**config.mk**
```make
export PLATFORM = sky130hd
export DESIGN_NAME = id_ex_pipe_stage
export DESIGN_NICKNAME = d
export VERILOG_FILES = /design/src/rtl/id_ex_pipe_stage.sv
export SDC_FILE = /design/constraint.sdc
export NUM_CORES = 1
export LEC_CHECK = 0
export BUFFER_PORTS_ARGS = -buffer_cell sky130_fd_sc_hd__buf_4
export CAP_MARGIN = 5
export CORE_ASPECT_RATIO = 0.5
export CORE_MARGIN = 3
export CORE_UTILIZATION = 40
export DETAILED_ROUTE_END_ITERATION = 10
export HOLD_SLACK_MARGIN = 0.05
export PLACE_DENSITY = 0.7
export SETUP_SLACK_MARGIN = 0.15
export SYNTH_ARGS = -nofsm -noshare
export SYNTH_HDL_FRONTEND = slang
export SYNTH_SLANG_ARGS = --single-unit
```
**constraint.sdc**
```tcl
create_clock -name i_clk -period 1.9 [get_ports i_clk]
set_input_delay 0.19 -clock i_clk [delete_from_list [all_inputs] [get_ports i_clk]]
set_output_delay 0.19 -clock i_clk [all_outputs]
set_load 0.05 [all_outputs]
```
**src/rtl/id_ex_pipe_stage.sv**
```systemverilog
// ID/EX pipeline register: decoded fields, valid bit, stall/flush, run/step advance, advance counter; ID_EX_DEBUG_EN adds a debug readback mux.
// Latency: 1 cycle input-to-output on a load edge; debug readback is registered (1 more cycle).
// Backpressure: i_stall holds contents; i_flush wins over stall and loads a bubble; nothing moves without an advance.
module id_ex_pipe_stage #(
    parameter int NB_DATA = 32,
    parameter int NB_REG  = 5,
    parameter int NB_CTRL = 16,
    parameter int NB_CNT  = 32
) (
    input  logic               i_clk,
    input  logic               i_reset,
    input  logic               i_mode_step,
    input  logic               i_step,
    input  logic               i_stall,
    input  logic               i_flush,
    input  logic               i_valid,
    input  logic [NB_DATA-1:0] i_pc,
    input  logic [NB_DATA-1:0] i_rs_data,
    input  logic [NB_DATA-1:0] i_rt_data,
    input  logic [NB_DATA-1:0] i_imm,
    input  logic [NB_REG-1:0]  i_rs,
    input  logic [NB_REG-1:0]  i_rt,
    input  logic [NB_REG-1:0]  i_rd,
    input  logic [NB_CTRL-1:0] i_ctrl,
    output logic               o_valid,
    output logic [NB_DATA-1:0] o_pc,
    output logic [NB_DATA-1:0] o_rs_data,
    output logic [NB_DATA-1:0] o_rt_data,
    output logic [NB_DATA-1:0] o_imm,
    output logic [NB_REG-1:0]  o_rs,
    output logic [NB_REG-1:0]  o_rt,
    output logic [NB_REG-1:0]  o_rd,
    output logic [NB_CTRL-1:0] o_ctrl,
    output logic               o_advance,
    output logic [NB_CNT-1:0]  o_adv_count,
    input  logic [2:0]         i_dbg_sel,
    output logic [NB_DATA-1:0] o_dbg_data
);

    logic step_q;
    logic step_rise;
    logic en;

    // step_q tracks i_step in every mode, so entering step mode with i_step high cannot fire
    assign step_rise = i_step & ~step_q;
    assign en        = i_mode_step ? step_rise : 1'b1;
    assign o_advance = (en & ~i_stall) | (en & i_flush);

    always_ff @(posedge i_clk or negedge i_reset) begin
        if (!i_reset) begin
            step_q <= 1'b0;
        end else begin
            step_q <= i_step;
        end
    end

    always_ff @(posedge i_clk or negedge i_reset) begin
        if (!i_reset) begin
            o_valid   <= 1'b0;
            o_pc      <= '0;
            o_rs_data <= '0;
            o_rt_data <= '0;
            o_imm     <= '0;
            o_rs      <= '0;
            o_rt      <= '0;
            o_rd      <= '0;
            o_ctrl    <= '0;
        end else if (en & i_flush) begin
            o_valid   <= 1'b0;
            o_pc      <= '0;
            o_rs_data <= '0;
            o_rt_data <= '0;
            o_imm     <= '0;
            o_rs      <= '0;
            o_rt      <= '0;
            o_rd      <= '0;
            o_ctrl    <= '0;
        end else if (en & ~i_stall) begin
            o_valid   <= i_valid;
            o_pc      <= i_pc;
            o_rs_data <= i_rs_data;
            o_rt_data <= i_rt_data;
            o_imm     <= i_imm;
            o_rs      <= i_rs;
            o_rt      <= i_rt;
            o_rd      <= i_rd;
            o_ctrl    <= i_ctrl;
        end
    end

    always_ff @(posedge i_clk or negedge i_reset) begin
        if (!i_reset) begin
            o_adv_count <= '0;
        end else if (o_advance) begin
            o_adv_count <= o_adv_count + NB_CNT'(1);
        end
    end

`ifdef ID_EX_DEBUG_EN
    always_ff @(posedge i_clk or negedge i_reset) begin
        if (!i_reset) begin
            o_dbg_data <= '0;
        end else begin
            case (i_dbg_sel)
                3'd0:    o_dbg_data <= o_pc;
                3'd1:    o_dbg_data <= o_rs_data;
                3'd2:    o_dbg_data <= o_rt_data;
                3'd3:    o_dbg_data <= o_imm;
                3'd4:    o_dbg_data <= NB_DATA'({o_rs, o_rt, o_rd});
                3'd5:    o_dbg_data <= NB_DATA'(o_ctrl);
                3'd6:    o_dbg_data <= NB_DATA'(o_adv_count);
                default: o_dbg_data <= NB_DATA'(o_valid);
            endcase
        end
    end
`else
    logic unused_dbg_sel;
    assign unused_dbg_sel = ^i_dbg_sel;
    assign o_dbg_data     = '0;
`endif

endmodule
```
### Word level (Yosys, flattened, before mapping)

Cells that the tools add are included.

* flip-flop bits (word level): 193
* bits of input ports: 169
* output and inout bits: 225
* logic and storage cells: 38

* add/subtract/negate cells: 1
* mux-type cells: 19
* bitwise operators: 6
* reduce and logical (&&, ||, !) cells: 1

Operators with widths (number)
* two-way mux 32 bit: 8
* adder 32 x 1 -> 32 bit, second input constant: 1
* two-way mux 16 bit: 2
* two-way mux 5 bit: 6
* AND 1 bit: 3
* two-way mux 1 bit: 3
* inverter 1 bit: 2
* nonzero test 2 bit: 1
* bitwise OR 1 bit: 1

### Longest topological paths before layout

Gate-level depths: netlist of the first run.

* depth after elaboration: 6
* mapped depth: 8
* depth with buffers taken out: 6

### Worst setup path before layout of the first run

Ideal clock, no wire load.

* kind: reg2reg
* from: register o_adv_count[3]
* to: register o_adv_count[18]
* library setup time: 0.142 ns
* arrival: 1.893 ns
* data required time: 1.758 ns
* setup slack: -0.136 ns
* stages on the path, launching flop included: 6
* path buffers: 0
* period minus slack after synthesis: 2.036 ns
* cells stage by stage: dfrtp_1 -> and4_4 -> nand3_4 -> nor4_4 -> nand4_1 -> xnor2_1

* word-level cells in the longest chain between the ends: 1

Ends and longest elaborated chain
* from (decl): line 35 `output logic [NB_CNT-1:0] o_adv_count,`
* from (signal assigned): line 95 `o_adv_count <= o_adv_count + NB_CNT'(1);`
* adder 32 x 1 -> 32 bit: line 95

No other way between the ends.
A chain may end at the register's enable or synchronous reset.

### Final worst setup path of the first run

* from: register step_q
* to: register o_adv_count[23]

* word-level cells in the longest chain between the ends: 5
* elaborated cells between the ends (all ways): 6
* those cells by class: 1 x mux; 5 x bitwise

Ends and longest elaborated chain
* from (decl): line 40 `logic step_q;`
* from (signal assigned): line 53 `step_q <= i_step;`
* inverter 1 bit (*): line 45 `assign step_rise = i_step & ~step_q;`
* AND 1 bit (*): line 45
* two-way mux 1 bit (*): line 46 `assign en = i_mode_step ? step_rise : 1'b1;`
* AND 1 bit: line 47 `assign o_advance = (en & ~i_stall) | (en & i_flush);`
* bitwise OR 1 bit (*): line 47

Every way passes the cells marked *; elsewhere a longest branch is shown, timed or not.

==> results of run 1 <==
## critical path, cell delays in order (launching register included)
cell                       delay (ps)
sky130_fd_sc_hd__dfrtp_1          350
sky130_fd_sc_hd__nand2b_1         160
sky130_fd_sc_hd__a211oi_1         410
sky130_fd_sc_hd__nor4b_4          390
sky130_fd_sc_hd__nand3_1          140
sky130_fd_sc_hd__xnor2_1          140
## stage by stage
stage               utilization [%]  setup slack [ps]  instance area [sq um]  hold slack, ps  instances
global route                   67.9               129                  13600            72.7       1638
finish                         67.9               185                  13600            84.8       1638
floorplan                         -              48.2                   8510            -106        886
global placement               56.2               165                  11200             223       1437
detailed placement             56.2               135                  11200             226       1437
CTS                            67.5               147                  13500            55.5       1629
## state kept, by name, indices dropped and copies added, names as in the netlist
register     cells
o_adv_count     32
o_ctrl          16
o_imm           32
o_pc            32
o_rd             5
o_rs             5
o_rs_data       32
o_rt             5
o_rt_data       32
o_valid          1
step_q           1
## cells in the mapped netlist
cell,number
sky130_fd_sc_hd__dfrtp_1,193
sky130_fd_sc_hd__nand2_1,174
sky130_fd_sc_hd__nand2b_1,161
sky130_fd_sc_hd__o21ai_0,160
sky130_fd_sc_hd__clkbuf_1,37
sky130_fd_sc_hd__buf_4,33
sky130_fd_sc_hd__xnor2_1,26
sky130_fd_sc_hd__buf_2,15
sky130_fd_sc_hd__nand3_1,15
sky130_fd_sc_hd__nand4_1,9
sky130_fd_sc_hd__inv_1,5
sky130_fd_sc_hd__xor2_1,5
sky130_fd_sc_hd__nor2_1,4
sky130_fd_sc_hd__nor3_1,3
sky130_fd_sc_hd__and3_1,2
sky130_fd_sc_hd__nor4_4,2
sky130_fd_sc_hd__a211oi_1,1
sky130_fd_sc_hd__a21o_1,1
sky130_fd_sc_hd__and4_1,1
sky130_fd_sc_hd__and4_4,1
sky130_fd_sc_hd__buf_6,1
sky130_fd_sc_hd__conb_1,1
sky130_fd_sc_hd__ha_1,1
sky130_fd_sc_hd__nand3_4,1
sky130_fd_sc_hd__nor2b_1,1
sky130_fd_sc_hd__nor4_1,1
sky130_fd_sc_hd__nor4b_2,1
## layer usage
| layer | GRT usage [%] | part of all wire, % |
|---|---|---|
| met1 | 26.1 | 38 |
| met2 | 41.3 | 53 |
| met3 | 4.41 | 4.0 |
| met4 | 12.0 | 4.4 |
| met5 | 0 | 0 |
## what timing repair did
| item | 4_1_cts | 5_1_grt |
|---|---|---|
| pin swaps | 0 | 4 |
| setup endpoints to repair | 4 | 80 |
| resized for setup | 2 | 8 |
| endpoints found under the hold margin | 218 | 0 |
| setup buffers | 0 | 8 |
| hold buffers | 160 | 0 |
## final timing paths
check                           startpoint              end  slack (ps)  cells after the start
setup / recovery                    step_q  o_adv_count[23]         180                      5
hold / removal                     i_rs[2]          o_rs[2]          80                      3
setup reg to reg                    step_q  o_adv_count[23]         180                      5
hold reg to reg            o_adv_count[31]  o_adv_count[31]         470                      1
max in group asynchronous          i_reset        o_imm[17]         940                      3
min in group asynchronous          i_reset         o_pc[17]         330                      2
## final cells by class
type | count | area share, %
clock inverters | 10 | 1.14
diodes | 1 | 0.0184
clock buffers | 22 | 3.57
inverters | 5 | 0.166
multi-input cells | 602 | 23.5
flip-flops and latches | 193 | 35.7
well taps | 266 | 2.45
repair buffers | 539 | 33.5
## layout by cell type, fill, tap and decap left out, types with 6 or more instances in the layout
| cell type | n |
|---|---|
| sky130_fd_sc_hd__clkbuf_16 | 17 |
| sky130_fd_sc_hd__nand3_1 | 15 |
| sky130_fd_sc_hd__dfrtp_2 | 15 |
| sky130_fd_sc_hd__o21ai_0 | 160 |
| sky130_fd_sc_hd__dfrtp_1 | 178 |
| sky130_fd_sc_hd__nand2b_1 | 161 |
| sky130_fd_sc_hd__buf_12 | 6 |
| sky130_fd_sc_hd__buf_4 | 367 |
| sky130_fd_sc_hd__nand2_1 | 174 |
| sky130_fd_sc_hd__conb_1 | 32 |
| sky130_fd_sc_hd__xnor2_1 | 26 |
| sky130_fd_sc_hd__dlygate4sd3_1 | 160 |
| sky130_fd_sc_hd__nand4_1 | 9 |
## logic make-up after synthesis
logic type	Yosys count	synth area share (%)
adders and majority gates	1	0.150
other	1	0.0448
AOI/OAI and AO/OA	162	9.75
xor gates and xnor gates	31	3.25
buffers and inverters	91	5.88
DFF	193	57.7
and+or+nand+nor	376	23.2
## where the power goes
group | leakage, nW | internal, mW | switching, mW
Clock | 0.312 | 2.34 | 1.56
Combinational | 3.73 | 1.30 | 2.53
Sequential | 2.51 | 4.53 | 0.285
Total | 6.55 | 8.17 | 4.37
==> impl_results.html, run 1 <==
<table>
<tr><th>Metric</th><th>Value</th></tr>
<tr><th colspan="2">Status</th></tr>
<tr><td>Status</td><td>complete, no violations</td></tr>
<tr><th colspan="2">STA</th></tr>
<tr><td>Max_slew headroom</td><td>64.8%</td></tr>
<tr><td>Post-layout minimum cycle time</td><td>1720 ps</td></tr>
<tr><td>Final setup viols</td><td>0</td></tr>
<tr><td>Total Neg Setup Slack</td><td>0 ps</td></tr>
<tr><td>Post-route clock skew</td><td>6.02 ps</td></tr>
<tr><td>FMAX</td><td>583 MHz</td></tr>
<tr><td>Final worst path period share</td><td>90.3%</td></tr>
<tr><td>RSZ-0062 raised after global routing</td><td>no</td></tr>
<tr><td>Slew @ Worst Pin</td><td>529 ps</td></tr>
<tr><td>Final-report max-slew violation count</td><td>0</td></tr>
<tr><td>Endpoints failing hold</td><td>0</td></tr>
<tr><th colspan="2">Synthesis</th></tr>
<tr><td>Top post-synthesis cells by area</td><td>sky130_fd_sc_hd__dfrtp_1 58%, sky130_fd_sc_hd__nand2b_1 12%, sky130_fd_sc_hd__o21ai_0 9.6%, sky130_fd_sc_hd__nand2_1 7.8%, sky130_fd_sc_hd__buf_4 3.0%</td></tr>
<tr><td>Cell type contributing the most total cell area after synthesis</td><td>sky130_fd_sc_hd__dfrtp_1</td></tr>
<tr><td>Number of register bits inferred by synthesis</td><td>193</td></tr>
<tr><td>Fraction of the yosys area taken by sequential cells</td><td>57.7%</td></tr>
<tr><td>Mapped Area</td><td>0.00837 sq mm</td></tr>
<tr><td>Fraction of post-synthesis cell area in the top cell type by area</td><td>57.7%</td></tr>
<tr><td>Netlist cell types</td><td>27</td></tr>
<tr><td>Yosys Warn Count</td><td>0</td></tr>
<tr><td>Cells after Synth</td><td>855</td></tr>
<tr><td>Post-synthesis average cell area</td><td>9.79 sq um</td></tr>
<tr><th colspan="2">Pwr</th></tr>
<tr><td>Peak VDD IR</td><td>0.501 mV</td></tr>
<tr><td>Static leakage</td><td>6.55 nW</td></tr>
<tr><td>Total power consumption of the routed design</td><td>12.5 mW</td></tr>
<tr><td>Areal power density over the cells</td><td>924 mW/mm^2</td></tr>
<tr><th colspan="2">Floorplan</th></tr>
<tr><td>Placeable core region</td><td>0.0200 sq mm</td></tr>
<tr><td>Die Footprint</td><td>0.0228 sq mm</td></tr>
<tr><td>Total I/O pin count</td><td>394</td></tr>
<tr><td>Initial Utilization</td><td>41.8%</td></tr>
<tr><td>Die outline width</td><td>211 microns</td></tr>
<tr><td>Cell row count</td><td>36</td></tr>
<tr><td>Die Span Y</td><td>108 microns</td></tr>
<tr><th colspan="2">Worst hold path</th></tr>
<tr><td>Type of the worst min-delay path</td><td>in -&gt; reg</td></tr>
<tr><th colspan="2">Detailed routing</th></tr>
<tr><td>Via-to-Cell Ratio</td><td>4.68</td></tr>
<tr><td>Routed Antenna Nets</td><td>0</td></tr>
<tr><td>Total length of routed wires</td><td>26300 microns</td></tr>
<tr><td>Detailed-route wire length per cell</td><td>16.1 microns</td></tr>
<tr><td>Via count</td><td>7664</td></tr>
<tr><td>DRC violations left</td><td>0</td></tr>
<tr><td>Count of TritonRoute iterations in the first routing pass</td><td>4</td></tr>
<tr><td>Number of violations reported at the end of detailed-routing iteration 0</td><td>483</td></tr>
<tr><th colspan="2">Clock network</th></tr>
<tr><td>Number of H-tree levels</td><td>4</td></tr>
<tr><td>Root cell of the clock tree</td><td>sky130_fd_sc_hd__clkbuf_16</td></tr>
<tr><td>Clock network latency to the later pin of the worst-skew pair</td><td>430 ps</td></tr>
<tr><td>Sink count of the clock tree</td><td>193</td></tr>
<tr><td>Clock Tree Buf Depth</td><td>2</td></tr>
<tr><td>Clock tree from TritonCTS</td><td>yes</td></tr>
<tr><td>CTS clock-pin slew for the worst setup and hold paths</td><td>70 ps</td></tr>
<tr><td>Number of buffers created by CTS</td><td>17</td></tr>
<tr><th colspan="2">Placement</th></tr>
<tr><td>Number of port buffers</td><td>358</td></tr>
<tr><td>Sum of net half-perimeters after detailed placement</td><td>17300 microns</td></tr>
<tr><td>Final weighted congestion in routability-driven placement</td><td>0.814</td></tr>
<tr><th colspan="2">Run</th></tr>
<tr><td>Max-cap check violation count</td><td>0</td></tr>
<tr><th colspan="2">Setup path</th></tr>
<tr><td>Nature of the critical path endpoint</td><td>flop</td></tr>
<tr><td>Worst path arrival time</td><td>2030 ps</td></tr>
<tr><td>Critical path class</td><td>reg -&gt; reg</td></tr>
<tr><td>Critical Path Source Type</td><td>flop</td></tr>
<tr><td>Largest fanout on the critical path</td><td>4</td></tr>
<tr><td>Required time of the critical path</td><td>2220 ps</td></tr>
<tr><th colspan="2">Global route</th></tr>
<tr><td>Global-route usage over all layers</td><td>22.9%</td></tr>
<tr><td>Gr ovfl total</td><td>0</td></tr>
<tr><td>Via count of the first global-routing pass</td><td>7833</td></tr>
<tr><td>Antenna violations before repair</td><td>1</td></tr>
<tr><td>Wire length of the first global-routing pass</td><td>41000 microns</td></tr>
<tr><td>Pin count of the biggest net entering global routing</td><td>161</td></tr>
<tr><th colspan="2">Finish</th></tr>
<tr><td>Area taken by multi-input logic gates</td><td>0.00319 sq mm</td></tr>
<tr><td>Fraction of layout cells with a size suffix above 1</td><td>31.7%</td></tr>
<tr><td>Synthesis-to-layout area growth</td><td>62.3%</td></tr>
<tr><td>Filler cell count in the final layout</td><td>1530</td></tr>
<tr><td>Nets</td><td>1528</td></tr>
<tr><td>Sequential standard cell area</td><td>0.00485 sq mm</td></tr>
</table>
Note: power is estimated with default switching activity, not from simulation.
==> run 2, diff against run 1 <==
- ABC_AREA: default -> 1
==> run 2 against run 1 <==
Compared with the run above:
- final area is 0.40% higher
- final cell count up 9.4%
- global-route usage increased by 1.5 points
- power up 2.8%
- hold slack worse by 13 ps
- non-clock buffer count decreased by 9
- via count is 13% higher
- register-to-register slack better by 110 ps
- critical endpoint is now o_advance
- sequential share of layout area fell by 0.28 points
- utilization shrank 2.3 points
- synthesized cell count is 18% higher
- worst setup slack better by 64 ps
- largest cell class unchanged
==> impl_results.html, run 2 <==
<table>
<tr><th>Metric</th><th>Value</th></tr>
<tr><th colspan="2">Pwr</th></tr>
<tr><td>Areal power density over the cells</td><td>946 mW/mm^2 (was 924 mW/mm^2)</td></tr>
<tr><td>Static leakage</td><td>6.90 nW (was 6.55 nW)</td></tr>
<tr><td>Peak VDD IR</td><td>0.489 mV (was 0.501 mV)</td></tr>
<tr><th colspan="2">Setup path</th></tr>
<tr><td>Worst Reg2Reg Path Length in Cells</td><td>8 (was 5)</td></tr>
<tr><td>Slowest stage cell, crit path</td><td>sky130_fd_sc_hd__dfrtp_1 (was sky130_fd_sc_hd__a211oi_1)</td></tr>
<tr><td>Gate family responsible for the most delay along the worst path</td><td>flip-flops (was simple AND/OR/NAND/NOR gates)</td></tr>
<tr><td>Largest fanout on the critical path</td><td>4 (unchanged)</td></tr>
<tr><td>RR Endpoint</td><td>o_rt_data[3] (was o_adv_count[23])</td></tr>
<tr><td>Count of buffer and inverter cells on the critical path</td><td>3 (was 0)</td></tr>
<tr><td>Critical Path Stages</td><td>6 (was 5)</td></tr>
<tr><td>Worst R2R Start</td><td>step_q (unchanged)</td></tr>
<tr><td>Worst path arrival time</td><td>1460 ps (was 2030 ps)</td></tr>
<tr><td>Nature of the critical path endpoint</td><td>primary output (was flop)</td></tr>
<tr><td>Required time of the critical path</td><td>1710 ps (was 2220 ps)</td></tr>
<tr><td>Critical path class</td><td>reg -&gt; out (was reg -&gt; reg)</td></tr>
<tr><td>R2r setup slk</td><td>290 ps (was 180 ps)</td></tr>
<tr><td>Critical Path Source Type</td><td>flop (unchanged)</td></tr>
<tr><td>Worst-path cell chain</td><td>inv_1 -&gt; nand2_1 -&gt; nand2_2 -&gt; nand2_8 -&gt; inv_2 -&gt; buf_4 (was nand2b_1 -&gt; a211oi_1 -&gt; nor4b_4 -&gt; nand3_1 -&gt; xnor2_1)</td></tr>
<tr><td>CP peak stage delay</td><td>360 ps (was 410 ps)</td></tr>
<tr><th colspan="2">Detailed routing</th></tr>
<tr><td>Count of TritonRoute iterations in the first routing pass</td><td>6 (was 4)</td></tr>
<tr><td>Detailed-route wire length per cell</td><td>16.0 microns (was 16.1 microns)</td></tr>
<tr><td>Number of violations reported at the end of detailed-routing iteration 0</td><td>563 (was 483)</td></tr>
<tr><td>Routed Antenna Nets</td><td>0 (unchanged)</td></tr>
<tr><td>DRC violations left</td><td>0 (unchanged)</td></tr>
<tr><td>Total length of routed wires</td><td>28700 microns (was 26300 microns)</td></tr>
<tr><td>Via count</td><td>8634 (was 7664)</td></tr>
<tr><td>Via-to-Cell Ratio</td><td>4.82 (was 4.68)</td></tr>
<tr><th colspan="2">Global route</th></tr>
<tr><td>Pin count of the biggest net entering global routing</td><td>161 (unchanged)</td></tr>
<tr><td>Via count of the first global-routing pass</td><td>8770 (was 7833)</td></tr>
<tr><td>Antenna violations before repair</td><td>2 (was 1)</td></tr>
<tr><td>Wire length of the first global-routing pass</td><td>44600 microns (was 41000 microns)</td></tr>
<tr><td>Gr ovfl total</td><td>0 (unchanged)</td></tr>
<tr><td>Global-route usage over all layers</td><td>24.4% (was 22.9%)</td></tr>
<tr><th colspan="2">STA</th></tr>
<tr><td>Endpoints failing hold</td><td>0 (unchanged)</td></tr>
<tr><td>FMAX</td><td>606 MHz (was 583 MHz)</td></tr>
<tr><td>Total Neg Setup Slack</td><td>0 ps (unchanged)</td></tr>
<tr><td>Post-layout minimum cycle time</td><td>1650 ps (was 1720 ps)</td></tr>
<tr><td>Max_slew headroom</td><td>54.7% (was 64.8%)</td></tr>
<tr><td>RSZ-0062 raised after global routing</td><td>no (unchanged)</td></tr>
<tr><td>Final setup viols</td><td>0 (unchanged)</td></tr>
<tr><td>Post-route clock skew</td><td>5.63 ps (was 6.02 ps)</td></tr>
<tr><td>Final worst path period share</td><td>86.9% (was 90.3%)</td></tr>
<tr><td>Worst-case setup margin in the final layout</td><td>249 ps (was 185 ps)</td></tr>
<tr><td>Slew @ Worst Pin</td><td>679 ps (was 529 ps)</td></tr>
<tr><td>Final-report max-slew violation count</td><td>0 (unchanged)</td></tr>
<tr><th colspan="2">Status</th></tr>
<tr><td>Status</td><td>complete, no violations (unchanged)</td></tr>
<tr><th colspan="2">Floorplan</th></tr>
<tr><td>Placeable core region</td><td>0.0208 sq mm (was 0.0200 sq mm)</td></tr>
<tr><td>Cell row count</td><td>37 (was 36)</td></tr>
<tr><td>Die Span Y</td><td>110 microns (was 108 microns)</td></tr>
<tr><td>Die outline width</td><td>213 microns (was 211 microns)</td></tr>
<tr><td>Initial Utilization</td><td>41.3% (was 41.8%)</td></tr>
<tr><td>Total I/O pin count</td><td>394 (unchanged)</td></tr>
<tr><td>Die Footprint</td><td>0.0234 sq mm (was 0.0228 sq mm)</td></tr>
<tr><th colspan="2">Placement</th></tr>
<tr><td>Number of port buffers</td><td>358 (unchanged)</td></tr>
<tr><td>Placement-stage worst setup slack</td><td>345 ps (was 135 ps)</td></tr>
<tr><td>Final weighted congestion in routability-driven placement</td><td>0.878 (was 0.814)</td></tr>
<tr><td>Sum of net half-perimeters after detailed placement</td><td>18700 microns (was 17300 microns)</td></tr>
<tr><th colspan="2">Synthesis</th></tr>
<tr><td>Top cells by count, synth</td><td>418 x sky130_fd_sc_hd__nand2_1, 193 x sky130_fd_sc_hd__dfrtp_1, 131 x sky130_fd_sc_hd__o21ai_0 (was 193 x sky130_fd_sc_hd__dfrtp_1, 174 x sky130_fd_sc_hd__nand2_1, 161 x sky130_fd_sc_hd__nand2b_1)</td></tr>
<tr><td>Yosys Warn Count</td><td>0 (unchanged)</td></tr>
<tr><td>Mapped Area</td><td>0.00859 sq mm (was 0.00837 sq mm)</td></tr>
<tr><td>Post-synthesis average cell area</td><td>8.50 sq um (was 9.79 sq um)</td></tr>
<tr><td>Number of register bits inferred by synthesis</td><td>193 (unchanged)</td></tr>
<tr><td>Fraction of the yosys area taken by sequential cells</td><td>56.3% (was 57.7%)</td></tr>
<tr><td>Most used flip-flop cell after synthesis</td><td>sky130_fd_sc_hd__dfrtp_1 (unchanged)</td></tr>
<tr><td>Top post-synthesis cells by area</td><td>sky130_fd_sc_hd__dfrtp_1 56%, sky130_fd_sc_hd__nand2_1 18%, sky130_fd_sc_hd__o21ai_0 7.6%, sky130_fd_sc_hd__buf_4 3.0%, sky130_fd_sc_hd__buf_6 1.8% (was sky130_fd_sc_hd__dfrtp_1 58%, sky130_fd_sc_hd__nand2b_1 12%, sky130_fd_sc_hd__o21ai_0 9.6%, sky130_fd_sc_hd__nand2_1 7.8%, sky130_fd_sc_hd__buf_4 3.0%)</td></tr>
<tr><td>Cells after Synth</td><td>1010 (was 855)</td></tr>
<tr><td>Async SR Flop Fraction</td><td>100% (unchanged)</td></tr>
<tr><td>Cell type contributing the most total cell area after synthesis</td><td>sky130_fd_sc_hd__dfrtp_1 (unchanged)</td></tr>
<tr><td>Netlist cell types</td><td>26 (was 27)</td></tr>
<tr><td>Fraction of post-synthesis cell area in the top cell type by area</td><td>56.3% (was 57.7%)</td></tr>
<tr><td>Top-count cell post-synth</td><td>sky130_fd_sc_hd__nand2_1 (was sky130_fd_sc_hd__dfrtp_1)</td></tr>
<tr><td>Count of flip-flops with a built-in enable after synthesis</td><td>0 (unchanged)</td></tr>
<tr><th colspan="2">Clock network</th></tr>
<tr><td>Clock network latency to the later pin of the worst-skew pair</td><td>440 ps (was 430 ps)</td></tr>
<tr><td>Root cell of the clock tree</td><td>sky130_fd_sc_hd__clkbuf_16 (unchanged)</td></tr>
<tr><td>Clock tree from TritonCTS</td><td>yes (unchanged)</td></tr>
<tr><td>CTS clock-pin slew for the worst setup and hold paths</td><td>70 ps (about the same)</td></tr>
<tr><td>Clock Tree Buf Depth</td><td>2 (unchanged)</td></tr>
<tr><td>Number of buffers created by CTS</td><td>17 (unchanged)</td></tr>
<tr><td>Number of H-tree levels</td><td>4 (unchanged)</td></tr>
<tr><td>Sink count of the clock tree</td><td>193 (unchanged)</td></tr>
<tr><th colspan="2">Worst hold path</th></tr>
<tr><td>Hold Path Stages</td><td>3 (unchanged)</td></tr>
<tr><td>Type of the worst min-delay path</td><td>in -&gt; reg (unchanged)</td></tr>
<tr><td>Hold_sp</td><td>i_rt_data[5] (was i_rs[2])</td></tr>
<tr><td>Min-Delay Endpoint</td><td>o_rt_data[5] (was o_rs[2])</td></tr>
<tr><th colspan="2">Run</th></tr>
<tr><td>Max-cap check violation count</td><td>0 (unchanged)</td></tr>
<tr><th colspan="2">Finish</th></tr>
<tr><td>Fraction of layout cells with a size suffix above 1</td><td>28.2% (was 31.7%)</td></tr>
<tr><td>Area taken by multi-input logic gates</td><td>0.00317 sq mm (was 0.00319 sq mm)</td></tr>
<tr><td>Sequential standard cell area</td><td>0.00483 sq mm (was 0.00485 sq mm)</td></tr>
<tr><td>Filler cell count in the final layout</td><td>1634 (was 1530)</td></tr>
<tr><td>Most frequent cells in the layout</td><td>417 x sky130_fd_sc_hd__nand2_1, 363 x sky130_fd_sc_hd__buf_4, 193 x sky130_fd_sc_hd__dfrtp_1, 158 x sky130_fd_sc_hd__dlygate4sd3_1, 131 x sky130_fd_sc_hd__o21ai_0 (was 367 x sky130_fd_sc_hd__buf_4, 178 x sky130_fd_sc_hd__dfrtp_1, 174 x sky130_fd_sc_hd__nand2_1, 161 x sky130_fd_sc_hd__nand2b_1)</td></tr>
<tr><td>Synthesis-to-layout area growth</td><td>58.8% (was 62.3%)</td></tr>
<tr><td>Most common cell after layout, fill and taps aside</td><td>sky130_fd_sc_hd__nand2_1 (was sky130_fd_sc_hd__buf_4)</td></tr>
<tr><td>Nets</td><td>1674 (was 1528)</td></tr>
</table>
[run 2: layout make-up]
cell class | instances | share of cell area (%)
inverters | 42 | 1.17
diodes | 2 | 0.0367
repair buffers | 530 | 32.8
well taps | 273 | 2.50
clock inverters | 13 | 1.51
flip-flops and latches | 193 | 35.4
multi-input cells | 720 | 23.3
clock buffers | 19 | 3.25
[run 2: worst max-delay path by stage]
| stage | start | to | slack [ps] |
|---|---|---|---|
| after global routing | step_q | o_rt_data[3] | 150 |
| after floorplan | o_adv_count[1] | o_adv_count[24] | 200 |
| after detailed placement | i_flush | o_rt_data[5] | 340 |
| after global placement | step_q | o_adv_count[17] | 390 |
| after CTS | step_q | o_rt_data[5] | 220 |
| final | step_q | o_advance | 250 |
[run 2: report_power, final]
part           switching [mW]  leakage (nW)  internal (mW)
Combinational            2.73          4.08           1.28
Clock                    1.60         0.319           2.38
Sequential              0.355          2.49           4.54
Total                    4.69          6.90           8.21
[run 2: through the flow]
step	utilization, %	hold WS (ps)	std cells	total power, mW	area, sq um
3_5_place_dp	54.7	164	1598	8.65	11400
2_1_floorplan	-	-106	1041	7.34	8700
5_1_grt	65.6	73.6	1792	13.4	13600
6_report	65.6	71.7	1792	12.9	13600
4_1_cts	65.5	53.2	1790	13.0	13600
3_3_place_gp	54.7	152	1598	8.59	11400
[run 2: cells by family (layout without fill, tap and decap cells)]
kind of cell	count (synthesis)	after routing	synth area share [%]
and+or+nand+nor	512	513	24.3
xor gates and xnor gates	12	12	1.31
other	1	34	0.0437
DFF	193	193	56.3
buffers and inverters	129	604	8.48
AOI/OAI and AO/OA	162	162	9.47
adders and majority gates	1	1	0.146
[run 2: timing repair]
| item | CTS | global route |
|---|---|---|
| endpoints found under the hold margin | 196 | 0 |
| pin swaps | 1 | 0 |
| endpoints found under the setup margin | 1 | 46 |
| hold buffers | 158 | 0 |
| gates cloned | 1 | 0 |
| gates resized for setup | 2 | 2 |
| buffers inserted | 1 | 0 |
[run 2: tightest hold or removal path, cell delays in order]
cell,delay (ps)
sky130_fd_sc_hd__buf_4,120
sky130_fd_sc_hd__nand2_1,50
sky130_fd_sc_hd__o21ai_0,90
[run 2: per-layer routing]
layer / routed length (microns) / GRT usage [%]
met5: 0 / 0
met4: 1270 / 12.7
met3: 1250 / 5.22
met2: 15100 / 43.8
met1: 11100 / 27.7
